<file path="config.mk">
export PLATFORM = sky130hd
export DESIGN_NAME = rca_cfg_decoder
export DESIGN_NICKNAME = d
export VERILOG_FILES = /design/src/rtl/rca_cfg_decoder.sv
export SDC_FILE = /design/constraint.sdc
export NUM_CORES = 1
export LEC_CHECK = 0
export CAP_MARGIN = 20
export CORE_AREA = 2 2 373 375
export DETAILED_ROUTE_END_ITERATION = 6
export DIE_AREA = 0 0 375 377
export PLACE_DENSITY = 0.49
export SKIP_LAST_GASP = 1
export SLEW_MARGIN = 20
export SYNTH_ARGS = -nofsm -noshare
export SYNTH_HDL_FRONTEND = slang
export SYNTH_SLANG_ARGS = --single-unit
</file>
<file path="constraint.sdc">
create_clock -name clk -period 3.1 [get_ports clk]
set_input_delay 0.62 -clock clk [delete_from_list [all_inputs] [get_ports clk]]
set_output_delay 0.62 -clock clk [all_outputs]
set_load 0.03 [all_outputs]
</file>
<file path="src/rtl/rca_cfg_decoder.sv">
`default_nettype none
// ============================================================================
// Module   : rca_cfg_decoder
// Purpose  : Receives decoded RCA configuration ops (funct3 001..101) over a
//            valid/ready handshake, holds each op until the configuration it
//            targets is no longer in use by an executing RCA, then commits it
//            into the per-RCA / shared configuration registers and pulses
//            cfg_done (qualified by cfg_err for rejected ops).
// Options  : RCA_CFG_RANGE_CHECK_EN - when defined, out-of-range RCA ids,
//            ports, indices and values are rejected with cfg_err=1. When not
//            defined, such writes are silently dropped and values truncated.
// Ports    : clk, rst_n          - clock, asynchronous active-low reset
//            cfg_valid/cfg_ready - op handshake from the issue stage
//            cfg_funct3/funct7   - op type / target RCA id
//            cfg_rs1/cfg_rs2     - op operands
//            rca_busy            - per-RCA executing flags
//            cfg_done/cfg_err    - one-cycle completion pulse / reject flag
//            src_addr_o          - source reg addr      [rca][fb][port]
//            dst_addr_o          - destination reg addr [rca][fb][port]
//            grid_sel_o          - grid mux selects
//            io_sel_o            - IO unit mux selects
//            res_sel_o           - result mux selects   [rca][fb][port]
//            io_use_o            - per-RCA read-port usage mask
// Revision : 1.0 - initial release
// ============================================================================
module rca_cfg_decoder #(
  parameter int NUM_RCAS        = 4,
  parameter int NUM_READ_PORTS  = 5,
  parameter int NUM_WRITE_PORTS = 5,
  parameter int NUM_GRID_SELS   = 60,
  parameter int NUM_IO_SELS     = 36,
  parameter int RES_SEL_W       = 3
) (
  input  logic                                                    clk,
  input  logic                                                    rst_n,
  input  logic                                                    cfg_valid,
  output logic                                                    cfg_ready,
  input  logic [2:0]                                              cfg_funct3,
  input  logic [6:0]                                              cfg_funct7,
  input  logic [31:0]                                             cfg_rs1,
  input  logic [31:0]                                             cfg_rs2,
  input  logic [NUM_RCAS-1:0]                                     rca_busy,
  output logic                                                    cfg_done,
  output logic                                                    cfg_err,
  output logic [NUM_RCAS-1:0][1:0][NUM_READ_PORTS-1:0][4:0]       src_addr_o,
  output logic [NUM_RCAS-1:0][1:0][NUM_WRITE_PORTS-1:0][4:0]      dst_addr_o,
  output logic [NUM_GRID_SELS-1:0][2:0]                           grid_sel_o,
  output logic [NUM_IO_SELS-1:0][3:0]                             io_sel_o,
  output logic [NUM_RCAS-1:0][1:0][NUM_WRITE_PORTS-1:0][RES_SEL_W-1:0] res_sel_o,
  output logic [NUM_RCAS-1:0][NUM_READ_PORTS-1:0]                 io_use_o
);

  localparam int RCA_W  = (NUM_RCAS > 1)      ? $clog2(NUM_RCAS)      : 1;
  localparam int GRID_W = (NUM_GRID_SELS > 1) ? $clog2(NUM_GRID_SELS) : 1;
  localparam int IO_W   = (NUM_IO_SELS > 1)   ? $clog2(NUM_IO_SELS)   : 1;

  // Result-mux select value meaning "write port unused".
  localparam logic [RES_SEL_W-1:0] C_RES_UNUSED = RES_SEL_W'(6);

  localparam logic [2:0] C_F3_CPU  = 3'b001;
  localparam logic [2:0] C_F3_GRID = 3'b010;
  localparam logic [2:0] C_F3_IO   = 3'b011;
  localparam logic [2:0] C_F3_RES  = 3'b100;
  localparam logic [2:0] C_F3_USE  = 3'b101;

  typedef enum logic [1:0] {
    S_IDLE   = 2'd0,
    S_HOLD   = 2'd1,
    S_COMMIT = 2'd2
  } state_t;

  state_t r_state;
  state_t w_state_nxt;

  // Held op. Only the low rs2 bits ever reach a config field; with range
  // checking the upper bits only matter as "non-zero", so they are folded.
  logic [2:0]  r_funct3;
  logic [6:0]  r_funct7;
  logic [31:0] r_rs1;
  logic [4:0]  r_rs2;
`ifdef RCA_CFG_RANGE_CHECK_EN
  logic        r_rs2_hi;
`endif

  logic        r_done;
  logic        r_err;

  logic [NUM_RCAS-1:0][1:0][NUM_READ_PORTS-1:0][4:0]           r_src_addr;
  logic [NUM_RCAS-1:0][1:0][NUM_WRITE_PORTS-1:0][4:0]          r_dst_addr;
  logic [NUM_GRID_SELS-1:0][2:0]                               r_grid_sel;
  logic [NUM_IO_SELS-1:0][3:0]                                 r_io_sel;
  logic [NUM_RCAS-1:0][1:0][NUM_WRITE_PORTS-1:0][RES_SEL_W-1:0] r_res_sel;
  logic [NUM_RCAS-1:0][NUM_READ_PORTS-1:0]                     r_io_use;

  // --------------------------------------------------------------------------
  // Decode of the held op
  // --------------------------------------------------------------------------
  logic             w_op_cpu, w_op_grid, w_op_io, w_op_res, w_op_use;
  logic             w_is_cfg, w_per_rca;
  logic             w_rca_ok, w_tgt_ok, w_reject, w_write;
  logic             w_busy_sel, w_conflict;
  logic [RCA_W-1:0] w_rca;
  logic [2:0]       w_port;
  logic             w_src;      // CPU-reg op: 1 = source, 0 = destination
  logic             w_fb_cpu;
  logic             w_fb_res;

  assign w_op_cpu  = (r_funct3 == C_F3_CPU);
  assign w_op_grid = (r_funct3 == C_F3_GRID);
  assign w_op_io   = (r_funct3 == C_F3_IO);
  assign w_op_res  = (r_funct3 == C_F3_RES);
  assign w_op_use  = (r_funct3 == C_F3_USE);
  assign w_is_cfg  = w_op_cpu | w_op_grid | w_op_io | w_op_res | w_op_use;
  assign w_per_rca = w_op_cpu | w_op_res | w_op_use;

  assign w_rca    = r_funct7[RCA_W-1:0];
  assign w_port   = r_rs1[2:0];
  assign w_src    = r_rs1[3];
  assign w_fb_cpu = r_rs1[4];
  assign w_fb_res = r_rs1[3];

  assign w_rca_ok = (32'(r_funct7) < 32'(NUM_RCAS));

  // Is the addressed register actually present?
  always_comb begin
    w_tgt_ok = 1'b0;
    if (w_op_cpu) begin
      w_tgt_ok = w_rca_ok &&
                 (w_src ? (32'(w_port) < 32'(NUM_READ_PORTS))
                        : (32'(w_port) < 32'(NUM_WRITE_PORTS)));
    end else if (w_op_res) begin
      w_tgt_ok = w_rca_ok && (32'(w_port) < 32'(NUM_WRITE_PORTS));
    end else if (w_op_use) begin
      w_tgt_ok = w_rca_ok;
    end else if (w_op_grid) begin
      w_tgt_ok = (r_rs1 < 32'(NUM_GRID_SELS));
    end else if (w_op_io) begin
      w_tgt_ok = (r_rs1 < 32'(NUM_IO_SELS));
    end
  end

`ifdef RCA_CFG_RANGE_CHECK_EN
  logic w_val_ok;
  always_comb begin
    w_val_ok = 1'b1;
    if (w_op_io) begin
      // Legal IO select values are 0..11.
      w_val_ok = !r_rs2_hi && !r_rs2[4] && (r_rs2[3:0] < 4'd12);
    end else if (w_op_res) begin
      // Legal result select values are 0..6.
      w_val_ok = !r_rs2_hi && (r_rs2[4:3] == 2'b00) && (r_rs2[2:0] != 3'd7);
    end
  end
  assign w_reject = !w_is_cfg || !w_tgt_ok || !w_val_ok;
  assign w_write  = !w_reject;
`else
  assign w_reject = !w_is_cfg;
  assign w_write  = w_is_cfg && w_tgt_ok;
`endif

  // Per-RCA ops only wait for their own RCA; shared mux config waits for
  // every RCA. An RCA id with no busy bit cannot conflict. Rejected ops
  // never write anything, so they never need to wait.
  assign w_busy_sel = w_rca_ok && rca_busy[w_rca];
  assign w_conflict = !w_reject && (w_per_rca ? w_busy_sel : (|rca_busy));

  // --------------------------------------------------------------------------
  // Control FSM
  // --------------------------------------------------------------------------
  always_ff @(posedge clk or negedge rst_n) begin
    if (!rst_n) begin
      r_state <= S_IDLE;
    end else begin
      r_state <= w_state_nxt;
    end
  end

  always_comb begin
    w_state_nxt = r_state;
    cfg_ready   = 1'b0;
    case (r_state)
      S_IDLE: begin
        cfg_ready = 1'b1;
        if (cfg_valid) begin
          w_state_nxt = S_HOLD;
        end
      end
      S_HOLD: begin
        if (!w_conflict) begin
          w_state_nxt = S_COMMIT;
        end
      end
      S_COMMIT: begin
        w_state_nxt = S_IDLE;
      end
      default: begin
        w_state_nxt = S_IDLE;
      end
    endcase
  end

  // --------------------------------------------------------------------------
  // Op capture
  // --------------------------------------------------------------------------
  always_ff @(posedge clk or negedge rst_n) begin
    if (!rst_n) begin
      r_funct3 <= 3'd0;
      r_funct7 <= 7'd0;
      r_rs1    <= 32'd0;
      r_rs2    <= 5'd0;
`ifdef RCA_CFG_RANGE_CHECK_EN
      r_rs2_hi <= 1'b0;
`endif
    end else if ((r_state == S_IDLE) && cfg_valid) begin
      r_funct3 <= cfg_funct3;
      r_funct7 <= cfg_funct7;
      r_rs1    <= cfg_rs1;
      r_rs2    <= cfg_rs2[4:0];
`ifdef RCA_CFG_RANGE_CHECK_EN
      r_rs2_hi <= |cfg_rs2[31:5];
`endif
    end
  end

  // --------------------------------------------------------------------------
  // Configuration registers and completion pulse
  // --------------------------------------------------------------------------
  always_ff @(posedge clk or negedge rst_n) begin
    if (!rst_n) begin
      r_done     <= 1'b0;
      r_err      <= 1'b0;
      r_src_addr <= '0;
      r_dst_addr <= '0;
      r_grid_sel <= '0;
      r_io_sel   <= '0;
      r_res_sel  <= {(NUM_RCAS*2*NUM_WRITE_PORTS){C_RES_UNUSED}};
      r_io_use   <= '0;
    end else begin
      r_done <= 1'b0;
      r_err  <= 1'b0;
      if (r_state == S_COMMIT) begin
        r_done <= 1'b1;
        r_err  <= w_reject;
        if (w_write) begin
          if (w_op_cpu) begin
            if (w_src) begin
              r_src_addr[w_rca][w_fb_cpu][w_port] <= r_rs2[4:0];
            end else begin
              r_dst_addr[w_rca][w_fb_cpu][w_port] <= r_rs2[4:0];
            end
          end
          if (w_op_grid) begin
            r_grid_sel[r_rs1[GRID_W-1:0]] <= r_rs2[2:0];
          end
          if (w_op_io) begin
            r_io_sel[r_rs1[IO_W-1:0]] <= r_rs2[3:0];
          end
          if (w_op_res) begin
            r_res_sel[w_rca][w_fb_res][w_port] <= r_rs2[RES_SEL_W-1:0];
          end
          if (w_op_use) begin
            r_io_use[w_rca] <= r_rs1[NUM_READ_PORTS-1:0];
          end
        end
      end
    end
  end

  assign cfg_done   = r_done;
  assign cfg_err    = r_err;
  assign src_addr_o = r_src_addr;
  assign dst_addr_o = r_dst_addr;
  assign grid_sel_o = r_grid_sel;
  assign io_sel_o   = r_io_sel;
  assign res_sel_o  = r_res_sel;
  assign io_use_o   = r_io_use;

endmodule
`default_nettype wire

</file>
==> results of run 1 <==
## metrics by stage
stage	setup slack, ns	hold slack [ns]	std cells	utilization (%)	power [mW]
finish	0.0803	0.462	5351	39.3	35.6
detailed placement	0.0834	0.480	5146	36.7	23.1
global placement	0.106	0.476	5146	36.7	23.1
CTS	0.0838	0.422	5339	39.3	36.3
floorplan	0.578	0.324	2441	-	18.4
global route	0.0187	0.464	5345	39.3	37.2
## cells by family after synthesis
family                 after synthesis
AO/OA/AOI/OAI                       11
XOR/XNOR                             1
buffers and inverters              209
flip-flops                         915
multiplexers                       908
AND/OR/NAND/NOR                    397
## path summary, 6_finish.rpt
path / from / depth (start not counted) / to / slack (ns)
setup / recovery: r_funct7[5] / 4 / dst_addr_o[30] / 0.08
hold / removal: rst_n / 2 / grid_sel_o[145] / 0.46
hold reg to reg: src_addr_o[15] / 1 / src_addr_o[15] / 0.49
min in group clk: cfg_rs1[5] / 3 / r_rs1[5] / 0.47
max in group asynchronous: rst_n / 3 / r_rs2[1] / 1.49
setup reg to reg: r_funct7[5] / 4 / dst_addr_o[30] / 0.08
## flip-flops by register name, indices dropped and copies added (netlist names)
signal,count
cfg_done,1
cfg_err,1
dst_addr_o,200
grid_sel_o,180
io_sel_o,144
io_use_o,20
r_funct3,3
r_funct7,7
r_rs1,32
r_rs2,5
r_state,2
res_sel_o,120
src_addr_o,200
## worst max-delay path, cell delays in order, from the launching register on
cell	delay (ns)
dfrtp_1	0.39
or4_4	0.60
o311a_4	0.61
or4_1	0.85
mux2_4	0.38
## report_power, final
part	switching [mW]	leakage (nW)	internal, mW
sequential	1.17	12.4	12.7
clock	5.30	1.79	7.69
combinational	6.08	10.1	2.72
## final cells by class
class	instances	share of cell area (%)
sequential	915	42.7
multi-input combinational	1317	25.8
timing repair buffer	1116	20.5
clock buffer	154	5.68
tap	1794	4.17
clock inverter	38	1.01
antenna	12	0.0558
inverter	5	0.0348
## cells in the final DEF, fill, tap and decap left out, types with 29 or more instances in the layout
cell	Yosys	final
nor3_2	40	40
dfstp_2	80	80
mux2_4	60	60
nor4_4	45	45
mux2_2	844	844
nor2_1	49	49
nand3_1	37	37
nor3_1	30	30
dfrtp_1	835	829
buf_12	0	29
buf_4	4	166
clkdlybuf4s50_1	0	919
clkbuf_16	0	105
nand4_1	98	98
## layer usage
| layer | vias to the layer above | track usage [%] | part of all wire (%) | routed length (um) |
|---|---|---|---|---|
| li1 | 10900 | - | - | - |
| met2 | 765 | 35.1 | 50 | 73700 |
| met5 | - | 0 | 0.047 | 69 |
| met4 | 10 | 8.24 | 3.6 | 5280 |
| met1 | 13000 | 23.2 | 38 | 56400 |
| met3 | 187 | 7.58 | 8.3 | 12200 |
==> results_dict.tcl, run 1 <==
set metrics [dict create \
    post_cts.repair.setup_buffers 0 \
    syn_area_sq_um 37700 \
    io_pins 948 \
    hold_path.class "in2async" \
    async_flop_share_pct 100 \
    ys_warn_count 0 \
    cp_max_fo 28 \
    skew_ns 0.0370 \
    synth-seq-cells 915 \
    die_h_um 377 \
    cp.required_ns 3.70 \
    hold_viol 0 \
    worstMarginPinSlew_ns 1.02 \
    drv_cap 0 \
    power_density_nw_per_um2 661 \
    peakVddDrop_mv 0.462 \
    power.leakage_nw 24.3 \
    syn-num-nets 2522 \
    grt_overflow 0 \
    synth_area_leader_cell "dfrtp_1" \
    cts_buffer_depth 3 \
    wl_mm 148 \
    synth.area.top_cells "dfrtp_1, mux2_2, dfstp_2, nor4_4, mux2_4" \
    yosys.area_share.simple_pct 8.66 \
    fp.dieW_um 375 \
    relSlewSlack_pct 31.7 \
    drv_slew 0 \
    clk_latency_ns 0.74 \
    synth_fa_ha_area_share_pct 0 \
    setup_tns_ns 0 \
    htree_levels 3 \
    hpwl_mm 110 \
    finalNetCount 3540 \
    post-route-min-period_ns 3.02 \
    wl_per_cell_um 27.6 \
    synth_top_family_by_area "multiplexers" \
    synth_compound_area_share_pct 0.272 \
    cp-start-kind "flip-flop" \
    routed_via_density 4.65 \
    placed_area_sq_um 50200 \
    synth_top_area_share_pct 55.4 \
    cts.repair.resized 0 \
    seq_area_frac_synth_pct 60.9 \
    synth_edf_count 0 \
    grtUsageTotal_pct 20.5 \
    muxShareOfSynthArea_pct 27.7 \
    place_congestion 0.763 \
    worstPathArrival_ns 3.62 \
    ant_nets 0 \
    syn_area_per_cell_sq_um 15.5 \
    post-synth-top-count-cell "mux2_2" \
    maxClockFrequency_mhz 331 \
    firstDrtPassIters 5 \
    io_buffers 920 \
    die-area_sq_um 141000 \
    start_util_pct 27.6 \
    grt_pass1_wl_mm 207 \
    cts_hold_buf 1 \
    yosys-top-cells-count "mux2_2, dfrtp_1, clkbuf_1, nand4_1, dfstp_2" \
    rsz0062_at_grt "no" \
    final_area_sq_um 53900 \
    status "complete, no violations" \
    end_kind "flip-flop" \
    grt_max_degree 100 \
    rows 136 \
    drt_iter0_markers 1175 \
    multi_input_area_sq_um 13900 \
    root_buffer "clkbuf_16" \
    clock-sinks 915 \
    setup_viol 0 \
    antenna_found_initial 17 \
    drc 0 \
    seq_area_sq_um 23000 \
    path_class "reg2reg" \
    netlist-cell-type-count 51 \
    vias 24900 \
    period_share_pct 97.4 \
    syn_to_final_growth_pct 42.7 \
    synth_ff_type "dfrtp_1" \
    fillers 13100 \
    clk_pin_slew_ns 0.06 \
    drive_gt1_share_pct 41.5 \
    synth_xor_xnor_area_share_pct 0.0232 \
    netlist_instances 2441 \
    cts_buffers 104 \
    grt_pass1_vias 26000 \
    cts_tree "done" \
    coreArea_sq_um 137000 \
]
No activity file was read; power rests on OpenSTA's default activity.
==> run 2: changes to the inputs <==
--- a/config.mk
+++ b/config.mk
@@ -5,10 +5,11 @@
 export SDC_FILE = /design/constraint.sdc
 export NUM_CORES = 1
 export LEC_CHECK = 0
+export ABC_AREA = 1
 export CAP_MARGIN = 20
-export CORE_AREA = 2 2 373 375
+export CORE_AREA = 2 2 366 368
 export DETAILED_ROUTE_END_ITERATION = 6
-export DIE_AREA = 0 0 375 377
+export DIE_AREA = 0 0 368 370
 export PLACE_DENSITY = 0.49
 export SKIP_LAST_GASP = 1
 export SLEW_MARGIN = 20
==> constraint.sdc (replaced) <==
create_clock -name clk -period 2.8 [get_ports clk]
set_input_delay 0.56 -clock clk [delete_from_list [all_inputs] [get_ports clk]]
set_output_delay 0.56 -clock clk [all_outputs]
set_load 0.03 [all_outputs]
==> run 2 against run 1 <==
  * Design area shrank 4.7%
  * Cell count grew 24%
  * Sequential power is essentially flat
  * First-iteration DRC count grew 71%
  * Critical path depth shrank 3
  * Die area shrank 3.7%
  * Power shrank 0.71%
  * Global-route usage grew 0.96 points
  * Clock skew grew 0.0067 ns
  * Via count grew 21%
  * Sequential share of layout area grew 2.1 points
  * Critical endpoint is now res_sel_o[112]
==> results_dict.tcl, run 2 <==
set metrics [dict create \
    status "complete, no violations" \
    firstDrtPassIters 6 \
    root_buffer "clkbuf_16" \
    drt_iter0_markers 2005 \
    critPathMaxStageDelay_ns 0.87 \
    cp_slowest_cell "clkdlybuf4s50_1" \
    rows 134 \
    die_h_um 370 \
    relSlewSlack_pct 42.3 \
    cts_tree "done" \
    start_util_pct 26.9 \
    crit_chain "clkdlybuf4s50_1" \
    syn_area_per_cell_sq_um 9.47 \
    wl_per_cell_um 22.6 \
    p_sw_share_pct 33.8 \
    wl_met2_mm 70.6 \
    p_clk_share_pct 39.4 \
    worst_slack_ns 0.115 \
    coreArea_sq_um 132000 \
    cp-start-kind "flip-flop" \
    cp.required_ns 2.24 \
    wl_met1_mm 60.0 \
    worstPathArrival_ns 2.12 \
    synth_ff_type "dfrtp_1" \
    dr_wl_met3_mm 13.4 \
    drv_cap 0 \
    pre_cts_slack_ns 0.0709 \
    pwr-share-seq_pct 39.9 \
    post_cts.repair.setup_buffers 0 \
    worstMarginPinSlew_ns 0.865 \
    crit_path_end "res_sel_o[112]" \
    netlist-cell-type-count 32 \
    cp_max_fo 2 \
    clk_pin_slew_ns 0.06 \
    clk_latency_ns 0.73 \
    end_kind "output port" \
    grt_max_degree 111 \
    grt_pass1_vias 29700 \
    rsz0062_at_grt "yes" \
    hold_path.class "in2async" \
    power.leakage_nw 22.9 \
    path_depth 1 \
    post-synth-top-count-cell "nand2_1" \
    htree_levels 3 \
    path_class "reg2out" \
    synth_top_area_share_pct 58.7 \
    r2r_end "dst_addr_o[34]" \
    die-area_sq_um 136000 \
    fp.dieW_um 368 \
    hpwl_mm 108 \
    synth_edf_count 0 \
    power.total_mw 35.4 \
    setup_viol 0 \
    routed_via_density 4.56 \
    vias 30200 \
    hold_viol 0 \
    skew_ns 0.0437 \
    syn_area_sq_um 35600 \
    fillers 13400 \
    ant_nets 0 \
    antenna_found_initial 15 \
    peakVddDrop_mv 0.594 \
    clock-sinks 915 \
    power_density_nw_per_um2 689 \
    crit_start "res_sel_o[112]" \
    switchingPower_mw 12.0 \
    yosys-top-cells-count "nand2_1, dfrtp_1, o21ai_0, nand3_1, nor2_1" \
    combPwrFrac_pct 20.7 \
    io_buffers 920 \
    maxClockFrequency_mhz 373 \
    synth_area_leader_cell "dfrtp_1" \
    async_flop_share_pct 100 \
    reg2reg_depth 8 \
    setup_tns_ns 0 \
    seq_area_frac_synth_pct 64.6 \
    cp.buffers_inverters 1 \
    synth-seq-cells 915 \
    syn_to_final_growth_pct 44.2 \
    post-route-min-period_ns 2.68 \
    synth.area.top_cells "dfrtp_1, nand2_1, o21ai_0, dfstp_2, nand3_1" \
    routed.top_layer "met5" \
    drive_gt1_share_pct 9.88 \
    io_pins 948 \
    cts_buffers 106 \
    period_share_pct 95.9 \
    r2r_slack_ns 0.19 \
    netlist_instances 3759 \
    rr_startpoint "r_rs1[1]" \
    wl_mm 150 \
    drc 0 \
    grt_pass1_wl_mm 215 \
    grtUsageTotal_pct 21.5 \
    critical-path-top-delay-family "buffers and inverters" \
    drv_slew 0 \
    final_common_cell "nand2_1" \
    ys_warn_count 0 \
    syn-num-nets 3840 \
    place_congestion 0.791 \
    cts_buffer_depth 3 \
    final_cell_mix "nand2_1, clkdlybuf4s50_1, dfrtp_1" \
    grt_overflow 0 \
    p_int_mw 23.4 \
    finalNetCount 4840 \
]
==> run 2: cell count changes in the layout (fill, tap and decap cells not counted), sizes merged, moves of 131 or more <==
cell / previous run / this run
inv: 9 / 140
o21ai: 4 / 627
mux2: 907 / 31
nand2: 9 / 1274
nor2: 49 / 227
nand3: 37 / 228
==> run 2: logic make-up after synthesis <==
kind of cell	count (synthesis)	synth area share, %
AO/OA/AOI/OAI	708	10.2
buffers and inverters	317	3.77
flip-flops	915	64.6
multiplexers	31	0.980
AND/OR/NAND/NOR	1788	20.5
==> run 2: layer usage <==
layer  vias up  track usage (%)
met1     14700             26.0
met5         -                0
li1      14300                -
met3       218             7.69
met2      1013             35.2
met4        18             7.99
==> run 2: power by group through the flow <==
stage | sequential [mW] | combinational, mW | clock [mW]
global route | 14.2 | 7.88 | 14.8
detailed placement | 14.3 | 7.57 | 0
CTS | 14.1 | 7.57 | 14.3
global placement | 14.3 | 7.52 | 0
finish | 14.1 | 7.34 | 13.9
floorplan | 14.4 | 3.18 | 0
==> run 2: through the flow <==
step	utilization, %	cell area, sq um	hold WS, ns	cells
global route	38.8	51300	0.292	6615
detailed placement	36.1	47800	0.457	6418
global placement	36.1	47800	0.455	6418
finish	38.8	51300	0.306	6619
CTS	38.7	51300	0.261	6615
floorplan	-	35600	0.264	3759
==> run 2: final cells by class <==
type                    instances  area [sq um]  share of cell area [%]
multi-input cells            2527         11300                    22.0
flip-flops and latches        915         23000                    44.8
repair buffers               1063         10700                    20.9
well taps                    1768          2210                    4.31
diodes                          4          10.0                  0.0195
clock buffers                 165          3180                    6.19
inverters                     146           557                    1.08
clock inverters                31           327                   0.636
==> run 2: worst min-delay path by stage <==
| stage | startpoint | end | slack, ns | cells after the start |
|---|---|---|---|---|
| floorplan | rst_n | cfg_done | 0.26 | 0 |
| finish | rst_n | dst_addr_o[161] | 0.31 | 2 |
| global placement | io_sel_o[46] | io_sel_o[46] | 0.46 | 2 |
| detailed placement | io_sel_o[28] | io_sel_o[28] | 0.46 | 2 |
| global route | rst_n | dst_addr_o[161] | 0.29 | 2 |
| CTS | rst_n | dst_addr_o[161] | 0.26 | 2 |
==> run 2: repair_timing <==
item	CTS	global route
resized for setup	1	7
setup endpoints to repair	1	129
hold endpoints to repair	26	0
hold buffers	1	0
